## src/rtl/pp_ctrl_pkg.sv

```systemverilog
// State types shared by the ping-pong stream controller.
package pp_ctrl_pkg;

  typedef enum logic {FILL = 1'b0, FULL = 1'b1} wr_state_e;
  typedef enum logic {IDLE = 1'b0, DRAIN = 1'b1} rd_state_e;

endpackage

```

## src/rtl/skid_fifo2.sv

```systemverilog
// Two-entry first-word-fall-through FIFO with occupancy; entry0 is always the head.
module skid_fifo2 #(
  parameter int WIDTH = 65
) (
  input  logic             clk,
  input  logic             rst_n,
  input  logic             push,
  input  logic [WIDTH-1:0] din,
  input  logic             pop,
  output logic [WIDTH-1:0] dout,
  output logic [1:0]       occ
);

  logic [WIDTH-1:0] entry0;
  logic [WIDTH-1:0] entry1;
  logic [1:0]       cnt;

  assign dout = entry0;
  assign occ  = cnt;

  always_ff @(posedge clk or negedge rst_n) begin
    if (!rst_n) begin
      cnt <= '0;
    end else begin
      cnt <= cnt + {1'b0, push} - {1'b0, pop};
    end
  end

  // Data entries carry no reset; occupancy alone says what is meaningful.
  always_ff @(posedge clk) begin
    if (pop) begin
      entry0 <= entry1;
      if (push && cnt == 2'd1) entry0 <= din;
      if (push && cnt == 2'd2) entry1 <= din;
    end else if (push) begin
      if (cnt == 2'd0) entry0 <= din;
      else             entry1 <= din;
    end
  end

endmodule

```

## src/rtl/ping_pong_stream_ctrl.sv

```systemverilog
// Write/read sequencer around a ping-pong buffer: fills one bank from the input
// stream while draining the other bank through a 2-entry skid FIFO.
module ping_pong_stream_ctrl
  import pp_ctrl_pkg::*;
#(
  parameter int BIT_LENGTH = 64,
  parameter int DEPTH      = 16
) (
  input  logic                     clk,
  input  logic                     rst_n,
  input  logic                     s_valid,
  input  logic [BIT_LENGTH-1:0]    s_data,
  input  logic                     s_last,
  output logic                     s_ready,
  output logic                     m_valid,
  output logic [BIT_LENGTH-1:0]    m_data,
  output logic                     m_last,
  input  logic                     m_ready,
  output logic [$clog2(DEPTH)-1:0] pp_addr1,
  output logic [BIT_LENGTH-1:0]    pp_din1,
  output logic                     pp_we1,
  output logic [$clog2(DEPTH)-1:0] pp_addr2,
  input  logic [BIT_LENGTH-1:0]    pp_dout2,
  output logic                     pp_we2,
  output logic [BIT_LENGTH-1:0]    pp_din2,
  output logic                     pp_ping_pong
);

  localparam int AW = $clog2(DEPTH);
  localparam int CW = AW + 1;
  localparam logic [CW-1:0] ONE      = CW'(1);
  localparam logic [CW-1:0] LAST_IDX = CW'(DEPTH - 1);

  wr_state_e wr_state;
  rd_state_e rd_state;

  logic [CW-1:0]     wr_cnt;
  logic [CW-1:0]     rd_cnt;
  logic [CW-1:0]     fill_len;
  logic [CW-1:0]     drain_len;
  logic              ping_pong;
  logic              rd_vld_p1;
  logic              rd_last_p1;
  logic [1:0]        occ;
  logic [BIT_LENGTH:0] head;
  logic              accept;
  logic              swap;
  logic              pop;
  logic              issue;
  logic              issue_last;

  assign s_ready  = (wr_state == FILL);
  assign accept   = s_valid && s_ready;
  assign pp_we1   = accept;
  assign pp_addr1 = wr_cnt[AW-1:0];
  assign pp_din1  = s_data;
  assign pp_we2   = 1'b0;
  assign pp_din2  = '0;

  assign pp_addr2     = rd_cnt[AW-1:0];
  assign pp_ping_pong = ping_pong;

  assign swap = (wr_state == FULL) && (rd_state == IDLE);
  assign pop  = m_valid && m_ready;

  // Credit counts the word leaving this cycle so a full-rate drain never bubbles.
  assign issue = (rd_state == DRAIN) && (rd_cnt < drain_len) &&
                 (({1'b0, occ} + {2'b00, rd_vld_p1} - {2'b00, pop}) < 3'd2);
  assign issue_last = (rd_cnt == drain_len - ONE);

  always_ff @(posedge clk or negedge rst_n) begin
    if (!rst_n) begin
      wr_state   <= FILL;
      rd_state   <= IDLE;
      wr_cnt     <= '0;
      rd_cnt     <= '0;
      fill_len   <= '0;
      drain_len  <= '0;
      ping_pong  <= 1'b0;
      rd_vld_p1  <= 1'b0;
      rd_last_p1 <= 1'b0;
    end else begin
      rd_vld_p1  <= issue;
      rd_last_p1 <= issue && issue_last;
      if (swap) begin
        ping_pong <= ~ping_pong;
        drain_len <= fill_len;
        wr_cnt    <= '0;
        rd_cnt    <= '0;
        wr_state  <= FILL;
        rd_state  <= DRAIN;
      end else begin
        if (accept) begin
          wr_cnt <= wr_cnt + ONE;
          if (wr_cnt == LAST_IDX || s_last) begin
            wr_state <= FULL;
            fill_len <= wr_cnt + ONE;
          end
        end
        if (issue) rd_cnt <= rd_cnt + ONE;
        // Only go idle once nothing is in flight: the port-2 mux follows ping_pong.
        if (rd_state == DRAIN && rd_cnt == drain_len && !rd_vld_p1) rd_state <= IDLE;
      end
    end
  end

  // Stage p1 -> FIFO: buffer read data returns one cycle after the address.
  skid_fifo2 #(
    .WIDTH(BIT_LENGTH + 1)
  ) u_fifo (
    .clk  (clk),
    .rst_n(rst_n),
    .push (rd_vld_p1),
    .din  ({rd_last_p1, pp_dout2}),
    .pop  (pop),
    .dout (head),
    .occ  (occ)
  );

  assign m_valid = (occ != 2'd0);
  assign m_data  = head[BIT_LENGTH-1:0];
  assign m_last  = m_valid && head[BIT_LENGTH];

endmodule

```

## config.mk

```make
export PLATFORM = sky130hd
export DESIGN_NAME = ping_pong_stream_ctrl
export DESIGN_NICKNAME = d
export VERILOG_FILES = /design/src/rtl/pp_ctrl_pkg.sv /design/src/rtl/skid_fifo2.sv /design/src/rtl/ping_pong_stream_ctrl.sv
export SDC_FILE = /design/constraint.sdc
export NUM_CORES = 1
export LEC_CHECK = 0
export CAP_MARGIN = 20
export CORE_UTILIZATION = 44
export DETAILED_ROUTE_END_ITERATION = 10
export PLACE_DENSITY = 0.81
export SLEW_MARGIN = 10
export SYNTH_ARGS = -nofsm -noshare
export SYNTH_HDL_FRONTEND = slang
export SYNTH_HIERARCHICAL = 1
export SYNTH_SLANG_ARGS = --single-unit
```

## constraint.sdc

```tcl
create_clock -name clk -period 8.6 [get_ports clk]
set_input_delay 1.72 -clock clk [delete_from_list [all_inputs] [get_ports clk]]
set_output_delay 1.72 -clock clk [all_outputs]
set_load 0.02 [all_outputs]
```

== Word level (Yosys, flattened, before mapping) ==
Cells that the tools add are included.
Cells by class
  add/subtract/negate cells: 7
  $lt $le $gt $ge: 2
  equal/unequal tests: 7
  multiplexer cells: 17
  bitwise gates (word level): 4
  reduce and logical (&&, ||, !) cells: 25
Operators with widths (count)
  65-bit two-way mux: 8
  5-bit two-way mux: 4
  2-bit nonzero test: 7
  1-bit logical AND: 11
  5-bit by 1-bit adder with 5-bit output, second input constant: 2
  5-bit equality test: 2
  3-bit AND reduction: 2
  5-bit by 4-bit equality test with 1-bit output, second input constant: 1
  5-bit < comparator: 1
  1-bit two-way mux: 5
  5-bit by 1-bit subtractor with 5-bit output, second input constant: 1
  1-bit inverter: 4
  2-bit AND reduction: 2
  2-bit by 1-bit adder with 3-bit output: 1
  3-bit by 2-bit < comparator with 1-bit output, second input constant: 1
  3-bit by 1-bit subtractor with 3-bit output: 1
  2-bit by 1-bit adder with 2-bit output: 1
  2-bit by 1-bit equality test with 1-bit output, second input constant: 1
  2-bit equality test, second input constant: 1
  2-bit logical NOT: 1
  2-bit by 1-bit inequality test with 1-bit output, second input constant: 1
  2-bit inequality test, second input constant: 1
  2-bit by 1-bit subtractor with 2-bit output: 1
  1-bit logical NOT: 1
  1-bit logical OR: 1
Word-level totals
  register bits after elaboration: 157
  bits of input ports: 133
  logic and storage cells: 74

== Logic depth before layout (Yosys ltp) ==
Gate-level depths: netlist (run 1).
  depth in word-level cells: 7
  gate-level depth with buffers: 10

== Modules after synthesis ==
The synthesis (run 1) kept the hierarchy.
By module, submodules not included
  skid_fifo2: instances 1, cells an instance 446, area an instance 6246.0 sq um, sequential area each 3953.8 sq um
  ping_pong_stream_ctrl: instances 1, cells an instance 277, area an instance 2377.3 sq um, sequential area each 625.6 sq um

== Worst setup path before layout (run 1) ==
Ideal clock, no wire load.
  path kind: input to register
  from: input m_ready
  to: register u_fifo.entry1[0] (enable)
  setup time: 0.585 ns
  data arrival time: 7.351 ns
  path slack: 0.664 ns
  stages: 6
  path buffers: 2
  cell sequence: and2_1 > buf_4 > buf_2 > inv_1 > ha_1 > a211oi_1
On the way
  longest elaborated chain between the ends: 3
  elaborated cells between the ends (all ways): 5
  those cells by class: eq/ne: 2; reduce/logical: 3
RTL lines
  start: declaration: RTL line ping_pong_stream_ctrl.sv:18  | input logic m_ready,
  1-bit logical AND (*): RTL line ping_pong_stream_ctrl.sv:64  | assign pop = m_valid && m_ready;
  2-bit by 1-bit inequality test with 1-bit output (no source line) (tied with other cells)
  3-bit AND reduction (no source line) (*)
  end signal: assignment: RTL line skid_fifo2.sv:34  | if (push && cnt == 2'd2) entry1 <= din;
  end signal: assignment: RTL line skid_fifo2.sv:37  | else entry1 <= din;
  end: declaration: RTL line skid_fifo2.sv:15  | logic [WIDTH-1:0] entry1;
Every way passes the cells marked *; elsewhere a longest branch is shown, timed or not.
A chain may end at the register's enable or synchronous reset.

== Final worst setup path (run 1) ==
  from: input s_valid
  to: output pp_we1
On the way
  longest elaborated chain between the ends: 1
RTL lines
  start: declaration: RTL line ping_pong_stream_ctrl.sv:11  | input logic s_valid,
  1-bit logical AND: RTL line ping_pong_stream_ctrl.sv:53  | assign accept = s_valid && s_ready;
  end: declaration: RTL line ping_pong_stream_ctrl.sv:21  | output logic pp_we1,
No other way between the ends.

==> impl.org, run 1 <==
** Run status
- Status :: finished, final reports clean

** Worst setup path
- In this run the worst setup path terminates at pp_we1.
- R2R depth :: 10
- Flop-to-flop setup slack :: 4.72 ns
- STA puts the critical path data arrival time at 3.14 ns.
- Largest fanout on the critical path :: 6
- Required arrival time at the worst endpoint :: 6.88 ns
- Endpoint kind of the worst setup timing path :: output pin
- Kind of start point of the critical path :: input port
- The critical path starts at s_valid.
- The worst register-to-register path ends at rd_cnt[4]$_DFFE_PN0P_.
- Crit Path Class :: in2out
- Reg2Reg Launch Point :: u_fifo/occ[0]$_DFF_PN0_

** Cells and area
- Number of nets in the final layout :: 925
- The area growth from synthesis to layout is 16.7%.
- Of the cells placed in the final design, the portion with a size suffix greater than 1 is 0.125.
- Post-route design area :: 10100 um2
- Number of antenna diodes :: 0

** Yosys
- After synthesis, the share of flip-flops with an asynchronous set or reset is 0.172.
- After synthesis the cells add up to 8620 um2.
- Post-synth top flop :: edfxtp_1
- The commonest cells after synthesis are 140 x buf_4, 130 x edfxtp_1, 85 x nand2_1.
- The synthesized design contains 130 enable-type register cells.
- The biggest area contributor in the post-synthesis netlist is edfxtp_1.
- The synthesized netlist contains 43 unique library cells.
- Yosys attributes the largest share of cell area to edfxtp_1 45%, buf_4 12%, dfrtp_1 7.8%, o211ai_2 7.3%, nand4b_1 6.7%.
- Average cell area after synthesis :: ~12 um2
- Synthesis handed over a netlist of 723 instances.
- Of the post-synthesis cell area, the dominant cell type holds 0.453.
- The share of the Yosys chip area taken by registers is 0.531.
- The synthesized design contains 157 register bits.
- Warnings from Yosys :: 6
- Dominant cell by count in the synthesized netlist :: buf_4

** Timing
- Static timing analysis puts the maximum clock frequency at 0.206 GHz.
- The routed design could run at a clock period as short as 4.86 ns.
- Setup repair after global routing missed its margin :: no
- Worst relative slew slack :: 0.275
- Pins over their slew limit :: 0
- For the final routed database, the setup TNS stands at 0 ns.
- Dividing the final minimum period by the clock period gives 0.565.
- For the pin with the worst max-slew slack, the measured transition is 1.09 ns.
- Final setup violation count :: 0
- Between clock sinks in the finished design, the worst skew comes to 0.0120 ns.
- Final hold vios :: 0

** Run
- Count of max-cap constraint violations :: 0

** Drt
- Detailed-route via count :: roughly 5400
- Using the TritonRoute via totals, the vias-per-cell ratio works out to 5.10.
- The pre-antenna-repair detailed-routing pass consisted of 5 iterations.
- Number of nets with antenna violations after detailed routing :: 0
- DRC :: 0
- Average wire length per cell after detail routing :: 16.8 um
- Wire length after detailed routing :: 17.6 mm
- After the first detailed-routing iteration, the DRC count stood at around 430.

** Floorplan
- Num ports :: between 300 and 400
- Core area :: 19000 um2
- Die height :: between 100 and 150 um
- For this configuration, the core starts out at a cell density of 0.455.
- Number of rows in the core area :: 50
- Die X-Extent :: ~140 um
- The floorplan step defined a die boundary enclosing 20200 um2.

** Power
- Power spread over the standard cell area amounts to around 330 nW/um2.
- Internal :: between 2 and 2.5 mW
- Part of the total power dissipated in sequential elements :: 0.385
- For this design the total switching power over the nets is 1.20 mW.
- Switching portion of total power :: 0.360
- Of the total power, combinational logic draws 0.388.
- IR analysis of the VDD net gives a maximum drop of ~150 uV.
- Leakage power :: around 3.7 nW
- The share of total power dissipated in the clock network is 0.227.

** Global route
- Total global routing track utilization :: 0.177
- The number of antenna violations at the first check in global routing was 0.
- Global routing usage on met1 :: 0.217
- Via count of the first global-routing pass :: 5145
- The global routing stage identified its most utilized layer as met2.
- Global routing met2 resource utilization :: 0.299
- First-pass GRT wire length :: 27.5 mm
- Total grt overflow :: 0
- Entering global routing, the biggest net connects 76 pins.
- Global-route met3 utilization :: 0.0444

** Clock tree
- The cell sitting at the root of the clock tree is a clkbuf_16.
- Count of hold buffers inserted by post-cts repair :: 0
- Clock sinks :: 157
- After clock tree synthesis, the setup repair step added 0 buffers.
- Clock-pin slew was measured on the worst setup and hold paths at 0.06 ns.
- Count of H-tree levels built during CTS :: 4
- Counting the buffers created by CTS gives 17.
- CTS tree :: yes
- Post-cts resize count :: 0
- Bufs on Longest Clock Path :: 2
- Worst skew pair latency :: 0.42 ns

** Placed design
- Routability-driven placement congestion ratio :: 0.778
- Buffers placed on the I/O ports in this run total 145.
- Once placement finished, the instance area stood at 9450 um2.
- Post-DP HPWL :: 11.3 mm

** Worst hold path
- In this run the worst hold path is classified as reg2reg.
- The worst hold path begins at fill_len[1]$_DFFE_PN0P_.
cells by family (layout without fill, tap and decap cells):
| kind of cell | Yosys count | count (layout) | synth area share |
|---|---|---|---|
| fa+ha+maj | 14 | 14 | 0.0212 |
| mux | 1 | 1 | 0.00116 |
| compound gates | 95 | 95 | 0.108 |
| simple gates | 248 | 248 | 0.173 |
| buf+inv | 195 | 199 | 0.154 |
| other cells | 1 | 65 | 0.000435 |
| xor+xnor | 12 | 12 | 0.0122 |
| flops | 157 | 157 | 0.531 |
registers in the layout, indices dropped and copies added, names as in the netlist:
| name | cells |
|---|---|
| pp_ping_pong | 1 |
| u_fifo/entry1 | 65 |
| drain_len | 5 |
| fill_len | 5 |
| rd_last_p1 | 1 |
| rd_state | 1 |
| wr_state | 1 |
| rd_vld_p1 | 1 |
| u_fifo/dout | 65 |
| wr_cnt | 5 |
| rd_cnt | 5 |
| u_fifo/occ | 2 |
routing by layer:
metal / vias up / share of wire
met5: - / 0
met4: 0 / 0.016
met3: 26 / 0.076
met2: 252 / 0.51
met1: 2573 / 0.40
li1: 2510 / -
worst min path at each step:
stage	to	slack, ns	depth (start not counted)
floorplan	fill_len[1]$_DFFE_PN0P_	0.45	2
global placement	fill_len[3]$_DFFE_PN0P_	0.47	2
detailed placement	fill_len[1]$_DFFE_PN0P_	0.47	2
CTS	fill_len[1]$_DFFE_PN0P_	0.49	2
global route	drain_len[1]$_DFFE_PN0P_	0.51	2
finish	fill_len[1]$_DFFE_PN0P_	0.48	2
cells in the final DEF, fill, tap and decap left out, drive strengths merged, types with 9 or more instances in the layout:
master	count
clkdlybuf4s50	145
edfxtp	130
nand2	85
nand2b	70
nand4b	66
conb	65
o211ai	65
dfrtp	27
inv	23
clkbuf	17
o21ai	16
ha	13
xnor2	9
through the flow:
| step | hold WS [ns] | power [mW] | util | instances | setup slack, ns |
|---|---|---|---|---|---|
| after detailed placement | 0.468 | 2.61 | 0.499 | 1018 | 3.65 |
| after global routing | 0.505 | 3.54 | 0.531 | 1051 | 3.69 |
| after CTS | 0.485 | 3.38 | 0.530 | 1050 | 3.73 |
| after floorplan | 0.446 | 2.23 | - | 787 | 0.664 |
| final | 0.479 | 3.35 | 0.531 | 1051 | 3.74 |
| after global placement | 0.466 | 2.58 | 0.499 | 1018 | 3.65 |
power by group through the flow:
stage          combinational (mW)  clock, mW  sequential, mW
5_1_grt                      1.42      0.808            1.31
3_3_place_gp                 1.28          0            1.30
6_report                     1.30      0.761            1.29
3_5_place_dp                 1.30          0            1.31
4_1_cts                      1.31      0.778            1.29
2_1_floorplan               0.798          0            1.43
layout make-up:
| cell class | instances | area (um2) |
|---|---|---|
| clock buffers | 17 | 425 |
| clock inverters | 15 | 173 |
| fillers | 1606 | 8890 |
| inverters | 14 | 52.6 |
| multi-input cells | 435 | 2990 |
| flip-flops and latches | 157 | 4580 |
| well taps | 260 | 325 |
| repair buffers | 153 | 1520 |
worst max-delay path, cell delays in order:
cell and delay, ns:
clkdlybuf4s50_1 0.48, nand2b_1 0.13, inv_1 0.17, clkdlybuf4s50_1 0.63
Power figures use the tool's default switching activity.
==> inputs of run 2 (changes only) <==
==> constraint.sdc (replaced) <==
create_clock -name clk -period 4.6 [get_ports clk]
set_input_delay 0.92 -clock clk [delete_from_list [all_inputs] [get_ports clk]]
set_output_delay 0.92 -clock clk [all_outputs]
set_load 0.02 [all_outputs]
==> run 2 against run 1 <==
  * Combinational power up 90%
  * Via count fell by 0.48%
  * Sequential power is 85% higher
  * Global-route usage up 0.51 points
  * Non-clock buffer count up 4
  * Design area hardly changed
  * Worst setup slack worse by 2.4 ns
  * Clock power is 83% higher
==> impl.org, run 2 (same netlist as run 1, synthesis figures left out) <==
** Run status
- Status :: finished, final reports clean

** Global route
- First-pass GRT wire length :: 28.0 mm (+2.0%)
- Total grt overflow :: 0 (unchanged)
- The layer flagged by global routing as most heavily used is met2.
- The pin count of the biggest net entering global routing came to 71 (-6.6%).
- Total global routing track utilization :: 0.182 (+0.00506)
- The number of antenna violations at the first check in global routing was 0 (unchanged).
- Global routing usage on met1 :: 0.219 (+0.00226)
- Via count of the first global-routing pass :: 5162 (+0.33%)
- Global-route met3 utilization :: 0.0565 (+0.0121)
- Global routing met2 resource utilization :: 0.305 (+0.00697)

** Floorplan
- Effective utilization at floorplan :: 0.455 (unchanged)
- The number of cell rows came to 50 (unchanged).
- Die X-Extent :: 142 um (unchanged)
- The height of the die came to 142 um (unchanged).
- The core outline area came to 19000 um2 (unchanged).
- DIE AREA :: 20200 um2 (unchanged)
- Num ports :: 339 (unchanged)

** Timing
- The post-route setup TNS came to 0 ns (unchanged).
- Final hold vios :: 0 (unchanged)
- Slew at the pin closest to its max-slew limit :: 0.777 ns (-0.310 ns)
- Dividing the final minimum period by the clock period gives 0.713.
- The worst max-slew margin expressed relative to the limit is 0.482 (+0.207).
- Setup repair after global routing left no endpoint under its margin.
- The count of pins over their slew limit is 0 (unchanged).
- Tmin final :: 3.28 ns
- Worst clock skew :: 0.00686 ns (-0.00510 ns)
- Fmax :: 0.305 GHz
- The final number of setup-violating endpoints was 0 (unchanged).

** Cells and area
- The post-layout net count is 929 (+0.43%).
- Fraction of final layout cells with drive strength greater than 1 :: 0.130 (+0.00440)
- The area growth from synthesis to layout came to 16.8% (about the same).
- Leaving out fill and tap cells, the most frequent cell in the layout is clkdlybuf4s50_1.
- Leaving out fill and tap cells, the most frequent cells in the layout are 145 x clkdlybuf4s50_1, 130 x edfxtp_1, 85 x nand2_1.
- Number of antenna diodes :: 0 (unchanged)

** Clock tree
- Count of H-tree levels built during CTS :: 4 (unchanged)
- CTS tree :: yes
- Post-cts resize count :: 0 (unchanged)
- Number of CTS-inserted buffers :: 17 (unchanged)
- The number of buffers on the longest clock path came to 2 (unchanged).
- Worst skew pair latency :: 0.42 ns (about the same)
- The CTS clock-pin slew for the worst setup and hold paths was 0.06 ns (about the same).
- Root buffer selected by CTS :: clkbuf_16
- The number of hold-repair buffers added at the cts stage was 0 (unchanged).
- The number of clock sinks was 157 (unchanged).
- The number of buffers inserted by post-CTS setup repair came to 0 (unchanged).

** Worst setup path
- Cell occurring most often along the worst timing path :: clkdlybuf4s50_1
- Crit-path cells :: clkdlybuf4s50_1, nand2b_1, inv_1, clkdlybuf4s50_1
- Required arrival time at the worst endpoint :: 3.68 ns (-3.20 ns)
- Endpoint kind of the worst setup timing path :: output pin
- By startpoint and endpoint, the worst setup path is classified as in2out.
- The arrival time at the worst endpoint was 2.36 ns (-0.78 ns).
- STA classifies the critical path startpoint as an input port.
- The highest cell delay on the worst timing path is 0.65 ns (+0.02 ns).
- Cell with the largest stage delay on the worst path :: clkdlybuf4s50_1
- Largest fanout on the critical path :: 6 (unchanged)

** Power
- Post-route total power :: 6.26 mW (+87%)
- Leakage power :: 3.69 nW (+0.26%)
- The peak supply drop was 377 uV (+150%).
- The power density over the cells was 621 nW/um2 (+87%).

** Placed design
- The post-detailed-placement half-perimeter wirelength came to 11.9 mm (+5.3%).
- The count of buffers from port buffering came to 145 (unchanged).
- The global placement routability congestion came to 0.760 (-2.3%).

** Drt
- The DRC violation count after routing was 0 (unchanged).
- The sum of routed wire length over all layers is 18.1 mm (+3.0%).
- First drt pass iteration count :: 5 (unchanged)
- The antenna violation net count after detailed routing is 0 (unchanged).
- The post-detailed-route via-to-cell ratio is 5.06 (-0.86%).
- First DRT Iteration DRCs :: 448 (+3.9%)
- The via count is 5335 (-0.48%).
- Average wire length per cell after detail routing :: 17.2 um (+2.6%)

** Worst hold path
- The tightest min-delay check is of the reg2reg type.

** Run
- Count of max-cap constraint violations :: 0 (unchanged)
## run 2: changes by cell type in the layout (fill, tap and decap cells not counted), sizes merged
| cell | previous run | this run |
|---|---|---|
| buf | 8 | 12 |
| inv | 23 | 19 |
| clkinvlp | 1 | 2 |
| clkinv | 3 | 6 |
## run 2: critical path: cells and delay by family
family	cells	cell delay, ns
and+or+nand+nor	1	0.13
buffers and inverters	3	1.31
## run 2: worst paths after layout
kind | from | end | slack, ns | depth (start not counted)
max reg2reg | u_fifo/occ[0]$_DFF_PN0_ | rd_cnt[4]$_DFFE_PN0P_ | 1.34 | 9
min reg2reg | fill_len[2]$_DFFE_PN0P_ | fill_len[2]$_DFFE_PN0P_ | 0.49 | 2
max in group asynchronous | rst_n | u_fifo/occ[0]$_DFF_PN0_ | 3.43 | 2
max | s_valid | pp_we1 | 1.32 | 4
min | fill_len[2]$_DFFE_PN0P_ | fill_len[2]$_DFFE_PN0P_ | 0.49 | 2
min in group asynchronous | rst_n | fill_len[0]$_DFFE_PN0P_ | 0.88 | 2
## run 2: metal layers
metal	routed length [um]	vias to the layer above
li1	-	2513
met1	7280	2578
met2	9240	213
met3	1250	31
met4	371	0
met5	0	-
## run 2: final cells by class
cell class,count,area [um2]
clock inverters,15,159
multi-input cells,435,2990
clock buffers,17,425
inverters,14,52.6
well taps,260,325
fillers,1618,8880
repair buffers,157,1540
flip-flops and latches,157,4580
## run 2: stage by stage
step           instances  worst slack (ns)  utilization  instance area [um2]  hold slack [ns]
6_report            1055              1.32        0.531                10100            0.488
3_5_place_dp        1023              1.00        0.501                 9490            0.465
2_1_floorplan        787             0.685            -                 8880            0.446
5_1_grt             1055              1.16        0.531                10100            0.518
4_1_cts             1055              1.34        0.531                10100            0.488
3_3_place_gp        1023              1.04        0.501                 9490            0.459
## run 2: power by group
group | total, mW | internal, mW | leakage, nW | switching (mW)
Combinational | 2.47 | 1.00 | 1.84 | 1.47
Sequential | 2.39 | 2.19 | 1.57 | 0.202
Clock | 1.39 | 0.806 | 0.282 | 0.582
==> inputs of run 3 (changes only) <==
==> constraint.sdc (replaced) <==
create_clock -name clk -period 3.1 [get_ports clk]
set_input_delay 0.62 -clock clk [delete_from_list [all_inputs] [get_ports clk]]
set_output_delay 0.62 -clock clk [all_outputs]
set_load 0.02 [all_outputs]
==> run 3 against run 2 <==
  * Global-route usage is 0.27 points higher
  * Clock skew grew 0.0011 ns
  * Critical endpoint is now rd_cnt[4]$_DFFE_PN0P_
  * Flip-flop and latch count is the same
  * Highest routed layer unchanged
  * Largest cell class unchanged
  * Largest power group unchanged
  * First-iteration DRC count down 16%
  * Worst hold slack worse by 0.0083 ns
  * Count of clock-buffer cells in the layout up 2
==> impl.org, run 3 (same netlist as run 1, synthesis figures left out) <==
** Worst setup path
- Endpoint kind of the worst setup timing path :: register
- Kind of start point of the critical path :: register
- The arrival time at the worst endpoint came to 3.25 ns (+0.89 ns).
- Crit Path Class :: reg2reg
- Largest fanout on the critical path :: 5 (-1)
- The required time of the critical path is 3.43 ns (-0.25 ns).

** Drt
- The post-detailed-route via-to-cell ratio was 5.15 (+1.8%).
- The first-iteration detailed-routing DRC count is 375 (-16%).
- Number of nets with antenna violations after detailed routing :: 0 (unchanged)
- The sum of routed wire length over all layers came to 18.3 mm (+1.0%).
- DRC :: 0 (unchanged)
- First drt pass iteration count :: 4 (-1)
- Detailed-route via count :: 5447 (+2.1%)
- The wire length per cell was 17.3 um (+0.74%).

** Power
- The power density over the cells was 924 nW/um2 (+49%).
- The peak supply drop is 486 uV (+29%).
- Leakage power :: 3.71 nW (+0.52%)
- The total power draw was 9.37 mW (+50%).

** Timing
- Setup repair after global routing missed its margin :: no
- The count of pins over their slew limit came to 0 (unchanged).
- The count of final hold-check violations came to 0 (unchanged).
- The post-layout worst setup margin was 0.182 ns (-1.14 ns).
- The worst max-slew margin expressed relative to the limit was 0.414 (-0.0683).
- The actual transition at the worst max-transition pin was 0.879 ns (+0.102 ns).
- Fmax :: between 0.3 and 0.4 GHz
- The final number of setup-violating endpoints was 0 (unchanged).
- Dividing the final minimum period by the clock period gives 0.941.
- Worst clock skew :: 0.00801 ns (+0.00115 ns)
- For the finished layout, the period the worst path requires is 2.92 ns.
- The post-route setup TNS was 0 ns (unchanged).

** Placed design
- Minimum setup slack after placement :: -0.182 ns (-1.19 ns)
- The instance area after placement came to 9570 um2 (+0.82%).
- Post-DP HPWL :: 11.7 mm (-1.4%)
- Count of buffers from port buffering :: 145 (unchanged)
- The global placement routability congestion came to 0.813 (+7.0%).

** Floorplan
- The number of cell rows was 50 (unchanged).
- The core outline area is 19000 um2 (unchanged).
- The die outline area is 20200 um2 (unchanged).
- Die height :: 142 um (unchanged)
- The top-level port count was 339 (unchanged).
- Effective utilization at floorplan :: 0.455 (unchanged)
- The die boundary width came to 142 um (unchanged).

** Cells and area
- The share of layout cells above drive strength 1 was 0.133 (+0.00327).
- The design area is 10100 um2 (+0.69%).
- Synth-to-layout area growth :: 17.6%
- Leaving out fill and tap cells, the most frequent cell in the layout is clkdlybuf4s50_1.
- Post-layout util :: 0.535 (+0.00370)
- Number of antenna diodes :: 0 (unchanged)
- Number of nets in the final layout :: 932 (+0.32%)
- Commonest cells after routing, fill and taps aside :: 145 x clkdlybuf4s50_1, 130 x edfxtp_1, 85 x nand2_1

** Clock tree
- The H-tree level count was 4 (unchanged).
- Number of CTS-inserted buffers :: 17 (unchanged)
- The clock network latency to the later pin of the worst-skew pair is 0.41 ns (about the same).
- The number of buffers inserted by post-CTS setup repair came to 0 (unchanged).
- The number of clock sinks is 157 (unchanged).
- CTS clk-pin slew, worst paths :: 0.06 ns (about the same)
- Root buffer selected by CTS :: clkbuf_16
- Bufs on Longest Clock Path :: 2 (unchanged)
- TritonCTS built the clock tree.

** Global route
- The number of global-route vias before repair was 5282 (+2.3%).
- Total grt overflow :: 0 (unchanged)
- The number of antenna violations at the first check in global routing was 0 (unchanged).
- Largest net degree at the start of global routing :: 102 (+44%)
- The overall routing resource usage is 0.185 (+0.00274).
- The first-pass GRT wire length came to 28.6 mm (+2.1%).

** Run
- The count of maximum capacitance violations came to 0 (unchanged).

** Run status
- The run finished with clean final reports.

** Worst hold path
- The path class of the tightest hold or removal check is reg2reg.
==> run 3: cell types whose count changed in the layout (fill, tap and decap cells not counted), sizes merged <==
| cell | delta |
|---|---|
| buf | +3 |
| clkbuf | +2 |
| clkinv | +2 |
| inv | -4 |
==> run 3: where the power goes <==
group	switching (mW)	internal, mW
registers	0.294	3.24
clock network	0.850	1.19
logic	2.22	1.57
total	3.36	6.01
==> run 3: critical path: stages (launching register included) <==
cell and delay (ns):
dfrtp_2 0.41, or2_4 0.27, and2_4 0.17, ha_1 0.25, nand2b_1 0.15, fa_1 0.50, nand3b_1 0.08, a211o_1 0.33
or4_1 0.51, a21oi_1 0.16
==> run 3: layout make-up <==
cell class	instances	area [um2]
fillers	1586	8810
flip-flops and latches	157	4580
multi-input cells	435	3000
repair buffers	160	1600
clock buffers	19	433
well taps	260	325
clock inverters	13	144
inverters	14	55.1
==> run 3: per-stage QoR <==
| stage | hold WS, ns | std cells |
|---|---|---|
| final | 0.480 | 1058 |
| after global routing | 0.507 | 1058 |
| after CTS | 0.483 | 1058 |
| after detailed placement | 0.464 | 1026 |
| after global placement | 0.462 | 1026 |
| after floorplan | 0.324 | 787 |
==> run 3: path summary, 6_finish.rpt <==
check,start,end,slack [ns],depth (start not counted)
worst max-delay path,u_fifo/occ[0]$_DFF_PN0_,rd_cnt[4]$_DFFE_PN0P_,0.18,9
worst min-delay path,fill_len[1]$_DFFE_PN0P_,drain_len[1]$_DFFE_PN0P_,0.48,2
worst max register to register,u_fifo/occ[0]$_DFF_PN0_,rd_cnt[4]$_DFFE_PN0P_,0.18,9
worst min register to register,fill_len[1]$_DFFE_PN0P_,drain_len[1]$_DFFE_PN0P_,0.48,2
max in group asynchronous,rst_n,rd_vld_p1$_DFF_PN0_,2.24,2
min in group asynchronous,rst_n,rd_cnt[1]$_DFFE_PN0P_,0.58,2
==> run 3: timing repair <==
action,CTS,global route
gates resized for setup,0,1
hold buffers,0,0
endpoints found under the setup margin,0,1
==> run 3: per-layer routing <==
metal  up-vias  track usage  share of wire
li1       2520            -              -
met1      2636        0.221           0.41
met2       247        0.313           0.50
met3        44       0.0542          0.076
met4         0       0.0685          0.021
met5         -            0              0
